--- src/rtl/rc4_search_scheduler_if.sv ---
// Bundle of control, core-array and result signals for the rc4 key-search scheduler.
// master = scheduler side, slave = top-level control / core array side.
interface rc4_search_scheduler_if #(
  parameter int NUM_CORES = 4,
  parameter int KEY_W     = 22
);
  logic                         start;
  logic                         abort;
  logic [NUM_CORES-1:0]         core_start;
  logic                         core_stop_all;
  logic [8*NUM_CORES-1:0]       core_init_val;
  logic [7:0]                   total_cores;
  logic [NUM_CORES-1:0]         core_found;
  logic [NUM_CORES-1:0]         core_exhausted;
  logic [KEY_W*NUM_CORES-1:0]   core_key;
  logic                         busy;
  logic                         key_found;
  logic                         no_key;
  logic                         aborted;
  logic [KEY_W-1:0]             found_key;
  logic [7:0]                   found_core;
  logic [31:0]                  run_cycles;

  modport master (
    input  start, abort, core_found, core_exhausted, core_key,
    output core_start, core_stop_all, core_init_val, total_cores,
           busy, key_found, no_key, aborted, found_key, found_core, run_cycles
  );

  modport slave (
    output start, abort, core_found, core_exhausted, core_key,
    input  core_start, core_stop_all, core_init_val, total_cores,
           busy, key_found, no_key, aborted, found_key, found_core, run_cycles
  );
endinterface

--- src/rtl/rc4_search_scheduler.sv ---
// Launches a bank of rc4 brute-force cores one per cycle, then picks a single winner,
// detects exhaustion or abort, broadcasts stop and latches the result.
module rc4_search_scheduler #(
  parameter int NUM_CORES   = 4,
  parameter int KEY_W       = 22,
  parameter int STOP_CYCLES = 4
) (
  input  logic                  clk,
  input  logic                  reset_n,
  rc4_search_scheduler_if.master bus
);

  localparam logic [2:0] S_IDLE   = 3'd0;
  localparam logic [2:0] S_LAUNCH = 3'd1;
  localparam logic [2:0] S_RUN    = 3'd2;
  localparam logic [2:0] S_STOP   = 3'd3;
  localparam logic [2:0] S_DONE   = 3'd4;

  localparam logic [7:0]           LAST_IDX  = 8'(NUM_CORES - 1);
  localparam logic [15:0]          LAST_STOP = 16'(STOP_CYCLES - 1);
  localparam logic [NUM_CORES-1:0] ALL_EXH   = '1;

  function automatic logic [7:0] lowest_set(input logic [NUM_CORES-1:0] v);
    lowest_set = '0;
    for (int i = NUM_CORES - 1; i >= 0; i--)
      if (v[i]) lowest_set = 8'(i);
  endfunction

  function automatic logic [KEY_W-1:0] key_of(input logic [KEY_W*NUM_CORES-1:0] keys,
                                              input logic [7:0] sel);
    key_of = '0;
    for (int i = 0; i < NUM_CORES; i++)
      if (sel == 8'(i)) key_of = keys[i*KEY_W +: KEY_W];
  endfunction

  function automatic logic [31:0] sat_inc(input logic [31:0] v);
    return (v == 32'hFFFF_FFFF) ? v : v + 32'd1;
  endfunction

  logic [2:0]           state;
  logic [7:0]           idx;
  logic [15:0]          stop_cnt;
  logic [NUM_CORES-1:0] exh_mask;
  logic                 any_found;
  logic [7:0]           win_idx;
  logic [NUM_CORES-1:0] mask_next;

  for (genvar g = 0; g < NUM_CORES; g++) begin : g_init
    assign bus.core_init_val[8*g +: 8] = 8'(g);
  end
  assign bus.total_cores = 8'(NUM_CORES);

  always_comb begin
    any_found = |bus.core_found;
    win_idx   = lowest_set(bus.core_found);
    mask_next = exh_mask | bus.core_exhausted;
  end

  always_ff @(posedge clk or negedge reset_n) begin
    if (!reset_n) begin
      state             <= S_IDLE;
      idx               <= '0;
      stop_cnt          <= '0;
      exh_mask          <= '0;
      bus.core_start    <= '0;
      bus.core_stop_all <= 1'b0;
      bus.busy          <= 1'b0;
      bus.key_found     <= 1'b0;
      bus.no_key        <= 1'b0;
      bus.aborted       <= 1'b0;
      bus.found_key     <= '0;
      bus.found_core    <= '0;
      bus.run_cycles    <= '0;
    end else begin
      case (state)
        S_IDLE, S_DONE: begin
          if (bus.start) begin
            state          <= S_LAUNCH;
            idx            <= '0;
            exh_mask       <= '0;
            bus.core_start <= NUM_CORES'(1);
            bus.busy       <= 1'b1;
            bus.key_found  <= 1'b0;
            bus.no_key     <= 1'b0;
            bus.aborted    <= 1'b0;
            bus.found_key  <= '0;
            bus.found_core <= '0;
            bus.run_cycles <= '0;
          end
        end
        S_LAUNCH, S_RUN: begin
          bus.run_cycles <= sat_inc(bus.run_cycles);
          exh_mask       <= mask_next;
          // Terminating events in priority order: find, abort, exhaustion.
          if (any_found) begin
            bus.key_found     <= 1'b1;
            bus.found_key     <= key_of(bus.core_key, win_idx);
            bus.found_core    <= win_idx;
            state             <= S_STOP;
            stop_cnt          <= '0;
            bus.core_start    <= '0;
            bus.core_stop_all <= 1'b1;
          end else if (bus.abort) begin
            bus.aborted       <= 1'b1;
            state             <= S_STOP;
            stop_cnt          <= '0;
            bus.core_start    <= '0;
            bus.core_stop_all <= 1'b1;
          end else if (mask_next == ALL_EXH) begin
            bus.no_key     <= 1'b1;
            state          <= S_DONE;
            bus.core_start <= '0;
            bus.busy       <= 1'b0;
          end else if (state == S_LAUNCH) begin
            if (idx == LAST_IDX) begin
              state          <= S_RUN;
              bus.core_start <= '0;
            end else begin
              idx            <= idx + 8'd1;
              bus.core_start <= NUM_CORES'(1) << (idx + 8'd1);
            end
          end
        end
        S_STOP: begin
          if (stop_cnt == LAST_STOP) begin
            state             <= S_DONE;
            bus.core_stop_all <= 1'b0;
            bus.busy          <= 1'b0;
          end else begin
            stop_cnt <= stop_cnt + 16'd1;
          end
        end
        default: state <= S_IDLE;
      endcase
    end
  end

endmodule

--- src/flat_wrapper.sv ---
// flat-port wrapper written by rule: the top's interface ports become plain ports
module rc4_search_scheduler_flat 
#(
  parameter int NUM_CORES   = 4,
  parameter int KEY_W       = 22,
  parameter int STOP_CYCLES = 4
)
  (clk, reset_n, bus_start, bus_abort, bus_core_found, bus_core_exhausted, bus_core_key, bus_core_start, bus_core_stop_all, bus_core_init_val, bus_total_cores, bus_busy, bus_key_found, bus_no_key, bus_aborted, bus_found_key, bus_found_core, bus_run_cycles);
  rc4_search_scheduler_if #(.NUM_CORES(NUM_CORES), .KEY_W(KEY_W)) bus_i ();
  input  logic clk;
  input  logic reset_n;
  input wire logic [$bits(bus_i.start)-1:0] bus_start;
  input wire logic [$bits(bus_i.abort)-1:0] bus_abort;
  input wire logic [$bits(bus_i.core_found)-1:0] bus_core_found;
  input wire logic [$bits(bus_i.core_exhausted)-1:0] bus_core_exhausted;
  input wire logic [$bits(bus_i.core_key)-1:0] bus_core_key;
  output wire logic [$bits(bus_i.core_start)-1:0] bus_core_start;
  output wire logic [$bits(bus_i.core_stop_all)-1:0] bus_core_stop_all;
  output wire logic [$bits(bus_i.core_init_val)-1:0] bus_core_init_val;
  output wire logic [$bits(bus_i.total_cores)-1:0] bus_total_cores;
  output wire logic [$bits(bus_i.busy)-1:0] bus_busy;
  output wire logic [$bits(bus_i.key_found)-1:0] bus_key_found;
  output wire logic [$bits(bus_i.no_key)-1:0] bus_no_key;
  output wire logic [$bits(bus_i.aborted)-1:0] bus_aborted;
  output wire logic [$bits(bus_i.found_key)-1:0] bus_found_key;
  output wire logic [$bits(bus_i.found_core)-1:0] bus_found_core;
  output wire logic [$bits(bus_i.run_cycles)-1:0] bus_run_cycles;
  assign bus_i.start = bus_start;
  assign bus_i.abort = bus_abort;
  assign bus_i.core_found = bus_core_found;
  assign bus_i.core_exhausted = bus_core_exhausted;
  assign bus_i.core_key = bus_core_key;
  assign bus_core_start = bus_i.core_start;
  assign bus_core_stop_all = bus_i.core_stop_all;
  assign bus_core_init_val = bus_i.core_init_val;
  assign bus_total_cores = bus_i.total_cores;
  assign bus_busy = bus_i.busy;
  assign bus_key_found = bus_i.key_found;
  assign bus_no_key = bus_i.no_key;
  assign bus_aborted = bus_i.aborted;
  assign bus_found_key = bus_i.found_key;
  assign bus_found_core = bus_i.found_core;
  assign bus_run_cycles = bus_i.run_cycles;
  rc4_search_scheduler #(.NUM_CORES(NUM_CORES), .KEY_W(KEY_W), .STOP_CYCLES(STOP_CYCLES)) u_core (.clk(clk), .reset_n(reset_n), .bus(bus_i));
endmodule
--- config.mk ---
export PLATFORM = sky130hd
export DESIGN_NAME = rc4_search_scheduler_flat
export DESIGN_NICKNAME = d
export VERILOG_FILES = /design/src/rtl/rc4_search_scheduler_if.sv /design/src/rtl/rc4_search_scheduler.sv /design/src/flat_wrapper.sv
export SDC_FILE = /design/constraint.sdc
export NUM_CORES = 1
export LEC_CHECK = 0
export ABC_AREA = 1
export CORE_UTILIZATION = 45
export CTS_CLUSTER_DIAMETER = 120
export DETAILED_ROUTE_END_ITERATION = 8
export HOLD_SLACK_MARGIN = 0.12
export PLACE_DENSITY = 0.9
export SLEW_MARGIN = 20
export SYNTH_ARGS = -nofsm -noshare
export SYNTH_HDL_FRONTEND = slang
export SYNTH_SLANG_ARGS = --single-unit
--- constraint.sdc ---
create_clock -name clk -period 3.03 [get_ports clk]
set_input_delay 0.606 -clock clk [delete_from_list [all_inputs] [get_ports clk]]
set_output_delay 0.606 -clock clk [all_outputs]
set_load 0.02 [all_outputs]
## Yosys cells after proc, flatten, opt, wreduce, memory -nomap -nowiden

Cells that the tools add are included.

- Register bits: 102
- Input bits: 100
- Word-level logic and storage cells: 125

- $add $sub $neg: 3
- Equality and inequality tests: 26
- Shifts and indexed selects: 1
- Multiplexer cells: 62
- Bitwise gates (word level): 1
- Reduce and logical (&&, ||, !) cells: 19

Operators by type and width:

| operator | count |
|---|---|
| two-way mux 22 bit | 6 |
| two-way mux 8 bit | 10 |
| two-way mux 32 bit | 2 |
| one-hot mux 32 bit (2 select lines) | 1 |
| two-way mux 16 bit | 3 |
| one-hot mux 22 bit (2 select lines) | 1 |
| adder 32 x 1 -> 32 bit, second input constant | 1 |
| == test 32 bit, second input constant | 1 |
| one-hot mux 16 bit (2 select lines) | 1 |
| one-hot mux 8 bit (2 select lines) | 2 |
| two-way mux 4 bit | 7 |
| == test 8 x 2 -> 1 bit, second input constant | 3 |
| two-way mux 3 bit | 7 |
| adder 16 x 1 -> 16 bit, second input constant | 1 |
| == test 16 x 2 -> 1 bit, second input constant | 1 |
| != test 2 bit, second input constant | 8 |
| one-hot mux 4 bit (2 select lines) | 2 |
| AND reduction 3 bit | 5 |
| two-way mux 1 bit | 13 |
| != test 5 x 2 -> 1 bit, second input constant | 2 |
| one-hot mux 3 bit (3 select lines) | 1 |
| adder 8 x 1 -> 8 bit, second input constant | 1 |
| == test 8 x 1 -> 1 bit, second input constant | 1 |
| zero test 8 bit | 1 |
| 21 further kinds | 31 |

## Depth between registers and ports, before layout

- Word-level depth: 11
- Mapped depth: 11

## Least setup slack after synthesis

Ideal clock, no wire load.

- Path type: register to register
- Start: register u_core.bus.run_cycles[0] (netlist bit)
- End: register u_core.bus.run_cycles[11] (netlist bit)
- Data arrival time: 1818 ps
- Data required time: 2902 ps
- Slack: 1084 ps
- Cell stages (with the launch flop): 12
- Buffers on the path: 1
- Period minus slack after synthesis: 1946 ps
- Cells stage by stage: dfrtp_1 -> ha_1 -> nand3_2 -> nor3_4 -> nand2_1 -> nor2_1 -> nand3_1 -> nand2_1 -> inv_1 -> buf_4 -> nand2_1 -> o21ai_0

- Word-level cells in the longest chain between the ends: 3
- Elaborated cells between the ends (all ways): 6

RTL lines:

| element | RTL line | text |
|---|---|---|
| from (decl) | rc4_search_scheduler_if.sv:27 | `busy, key_found, no_key, aborted, found_key, found_core, run_cycles` |
| from (signal assigned) | rc4_search_scheduler.sv:92 | `bus.run_cycles <= sat_inc(bus.run_cycles);` |
| adder 32 x 1 -> 32 bit / == test 32 bit (equally long branches) | rc4_search_scheduler.sv:37 | `return (v == 32'hFFFF_FFFF) ? v : v + 32'd1;` |
| two-way mux 32 bit / != test 2 bit (equally long branches) | n/a |  |
| one-hot mux 32 bit (2 select lines) / AND reduction 3 bit (equally long branches) | n/a |  |

Parallel ways exist; a longest one is shown, timed or not. The select of a mux whose other input is x is not followed.
A chain may end at the register's enable or synchronous reset.

## Worst setup path after layout

- Start: register u_core.bus.run_cycles[0] (netlist bit)
- End: register u_core.bus.run_cycles[16] (netlist bit)

The elaborated chain is that of the path after synthesis.

==> results.md <==
* Number of antenna repair diodes at 0
* Yosys Warn Count at 0
* First-pass iteration count of the detailed router at 7
* Initial Util at a little under half
* P_sw at 2.80 mW
* Biggest cell delay along the critical path at about 480 ps
* Maximum clock insertion buffer count at 2
* Number of hold-repair buffers added at the cts stage at 0
* WHS at about 220 ps
* Number of logic stages on the critical path including buffering at 9
* Max Fclk at 409 MHz
* Length in cells of the worst reg-to-reg path at 9
* Vias in the first global route at 6,174
* Global-route total usage across every layer at between 20% and 30%
* RSZ-0062 raised after global routing: no
* Slowest stage cell, crit path: dfrtp_1
* Area after DPL at about 8100 µm²
* Proportion of netlist area held by the largest area contributor at 37.2%
* Total non-filler cell area in the finished layout at 8390 µm²
* Cell family contributing the most delay on the critical path: simple AND/OR/NAND/NOR gates
* Most frequent cells after synthesis: nand2_1 (299), nand3_1 (112), dfrtp_1 (96)
* Worst-path maximum fanout at 20
* Main flop type after synthesis: dfrtp_1
* Number of violations reported at the end of detailed-routing iteration 0 at 447
* Via count at 6,726
* Clock tree from TritonCTS: done
* Post-placement worst setup slack at ~490 ps
* Clock power share at 19.5%
* Post-synth ARST share at 100%
* Routability cong. at 0.936
* Clock latency on the worst-skew pair at 350 ps
* Worst R2R Start: u_core.bus.run_cycles[0]$_DFFE_PN0P_
* Setup TNS Final at 0 ps
* Remaining global-route overflow at 0
* Seq pwr share at a little under a third
* Dominant cell type by area after synthesis: dfrtp_1
* Width of the die at 122 µm
* Post-detailed-route wirelength per cell at around 14 µm
* Num Clock Sinks at 96
* Number of distinct library cells after synthesis at 35
* Initial antenna violation count at 0
* Final cell utilization of the core at 60.2%
* Maximum number of pins on one net before global-route repair at 42
* Count of flip-flops with a built-in enable after synthesis at 0
* P&R area growth vs syn at 30.0%
* Transition time at the pin with the least slew margin at 699 ps
* Die height at 122 µm
* Count of standard-cell rows at 43
* Post-Route Skew at between 6 and 7 ps
* Average cell area after synthesis at 6.90 µm²
* Final setup vio count at 0
* Top area cells in the synthesized netlist: dfrtp_1 (37%), nand2_1 (17%), nand3_1 (8.7%)
* Startpoint class of the critical path: flip-flop
* Instance count of the mapped netlist at approximately 940
* Remaining number of nets flagged by the antenna check after routing at 0
* Final cycle utilization of the critical path at 80.7%
* Cts repair resizes at 0
* Crit path kind: reg2reg
* Summed instance area of the synthesized netlist at 6450 µm²
* Max-slew headroom at 53.4%
* Num CTS Buffers at 9
* Setup Buffers After CTS at 0
* Type of the worst min-delay path: in2async
* Max-slew violations at 0
* Final-report hold violation count at 0
* Dominant cell type by count on the critical path: nand2_1
* Core footprint at between 10,000 and 15,000 µm²
* Min setup slack post-route at 585 ps
* Pleak at 3.76 nW
* Total I/O pin count at 211
* Max Cap Viol at 0
* Clock root buffer master: clkbuf_16
* PD cells at 740 nW/µm²
* Buffer and inverter count on the worst path at 1
* Clock slew at reported path FFs at 70 ps
* First-pass GRT wire length at between 20,000 and 30,000 µm
* DR vias/cell at 5.28
* NumNets Final at around 1,200
* DPL Wire Length at 13,900 µm
* Post-layout minimum cycle time at 2440 ps
* Maximum VDD drop at 0.446 mV
* Worst setup slack for register-to-register paths at 590 ps
* Most repeated cell in the gate-level netlist after synthesis: nand2_1
* Worst endpoint data arrival time at 2700 ps
* Number of I/O port buffers at ~160
* Critical Path Sink Type: flip-flop
* FF+latch count, synth at 96
* Share of synthesized area occupied by flip-flops and latches at 37.2%
* Level count of the clock H-tree at 3
* Total die area at ~15,000 µm²
* Cells along the critical path: ha_1 > nand3_2 > nor3_4 > nand2_1 > nor2_1 > nand3_1 > nand2_1 > inv_1 > o21ai_0
* Endpoint of the worst-slack reg-to-reg timing path: u_core.bus.run_cycles[16]$_DFFE_PN0P_
* Fraction of final layout cells with drive strength greater than 1 at 5.11%
* Share of total power in combinational logic at 48.8%
* Switching fraction of total power at between 40% and 50%
* Internal power component at 3.41 mW
* Required time of the worst setup path at 3280 ps
* Result of the run: complete, no violations
* Drt total wl at ~18,000 µm
* DRC violations left at 0
[cell type report]
type | instances | area (µm²)
clock buffer | 9 | 225
sequential | 96 | 2400
inverter | 87 | 327
clock inverter | 7 | 83.8
fill | 1257 | 5540
tap | 180 | 225
timing repair buffer | 178 | 1760
multi-input combinational | 718 | 3370
[flip-flops by register name (all words and copies together) (netlist names)]
signal                    cells
u_core.bus.aborted            1
u_core.bus.busy               1
u_core.bus.core_start         4
u_core.bus.core_stop_all      1
u_core.bus.found_core         2
u_core.bus.found_key         22
u_core.bus.key_found          1
u_core.bus.no_key             1
u_core.bus.run_cycles        32
u_core.exh_mask               4
u_core.idx                    8
u_core.state                  3
u_core.stop_cnt              16
[how the worst max path moves through the flow]
| stage | endpoint | from |
|---|---|---|
| final | u_core.bus.run_cycles[16]$_DFFE_PN0P_ | u_core.bus.run_cycles[0]$_DFFE_PN0P_ |
| after global routing | u_core.bus.run_cycles[16]$_DFFE_PN0P_ | u_core.bus.run_cycles[0]$_DFFE_PN0P_ |
| after CTS | u_core.bus.run_cycles[16]$_DFFE_PN0P_ | u_core.bus.run_cycles[0]$_DFFE_PN0P_ |
| after detailed placement | u_core.stop_cnt[8]$_DFFE_PN0P_ | bus_core_found[2] |
| after global placement | u_core.stop_cnt[0]$_DFFE_PN0P_ | bus_core_found[2] |
| after floorplan | u_core.bus.run_cycles[11]$_DFFE_PN0P_ | u_core.bus.run_cycles[0]$_DFFE_PN0P_ |
[layer usage]
| layer | vias to the layer above | wire (µm) | global-route usage (%) |
|---|---|---|---|
| li1 | 3299 | - | - |
| met5 | - | 0 | 0 |
| met3 | 33 | 1220 | 4.35 |
| met2 | 305 | 9060 | 43.9 |
| met4 | 0 | 423 | 9.03 |
| met1 | 3089 | 7420 | 31.2 |
[cell usage in the layout (no fill, tap or decap), drive strengths merged, types with 22 or more instances in the layout]
cell type / instances
clkdlybuf4s50: 163
conb: 46
dfrtp: 96
inv: 92
nand2: 299
nand3: 116
nand4: 48
nor2: 69
nor3: 27
o211ai: 22
o21ai: 53
[cells by family after synthesis]
kind of cell | after synthesis | synth area share [%]
AOI/OAI and AO/OA | 87 | 8.22
other | 2 | 0.116
DFF | 96 | 37.2
adders and majority gates | 3 | 0.582
and+or+nand+nor | 571 | 39.3
xor gates and xnor gates | 11 | 1.49
buffers and inverters | 165 | 13.1
[stage by stage]
step / power, mW / std cells
detailed placement: 5.00 / 1259
finish: 6.21 / 1275
global placement: 4.93 / 1259
global route: 6.60 / 1275
floorplan: 3.90 / 979
CTS: 6.22 / 1275
[power by group through the flow]
stage | clock, mW | combinational [mW] | sequential (mW)
final | 1.21 | 3.03 | 1.97
after CTS | 1.23 | 3.03 | 1.96
after floorplan | 0 | 1.66 | 2.24
after global placement | 0 | 2.96 | 1.97
after detailed placement | 0 | 3.02 | 1.98
after global routing | 1.28 | 3.31 | 2.01
Note: power is estimated with default switching activity, not from simulation.
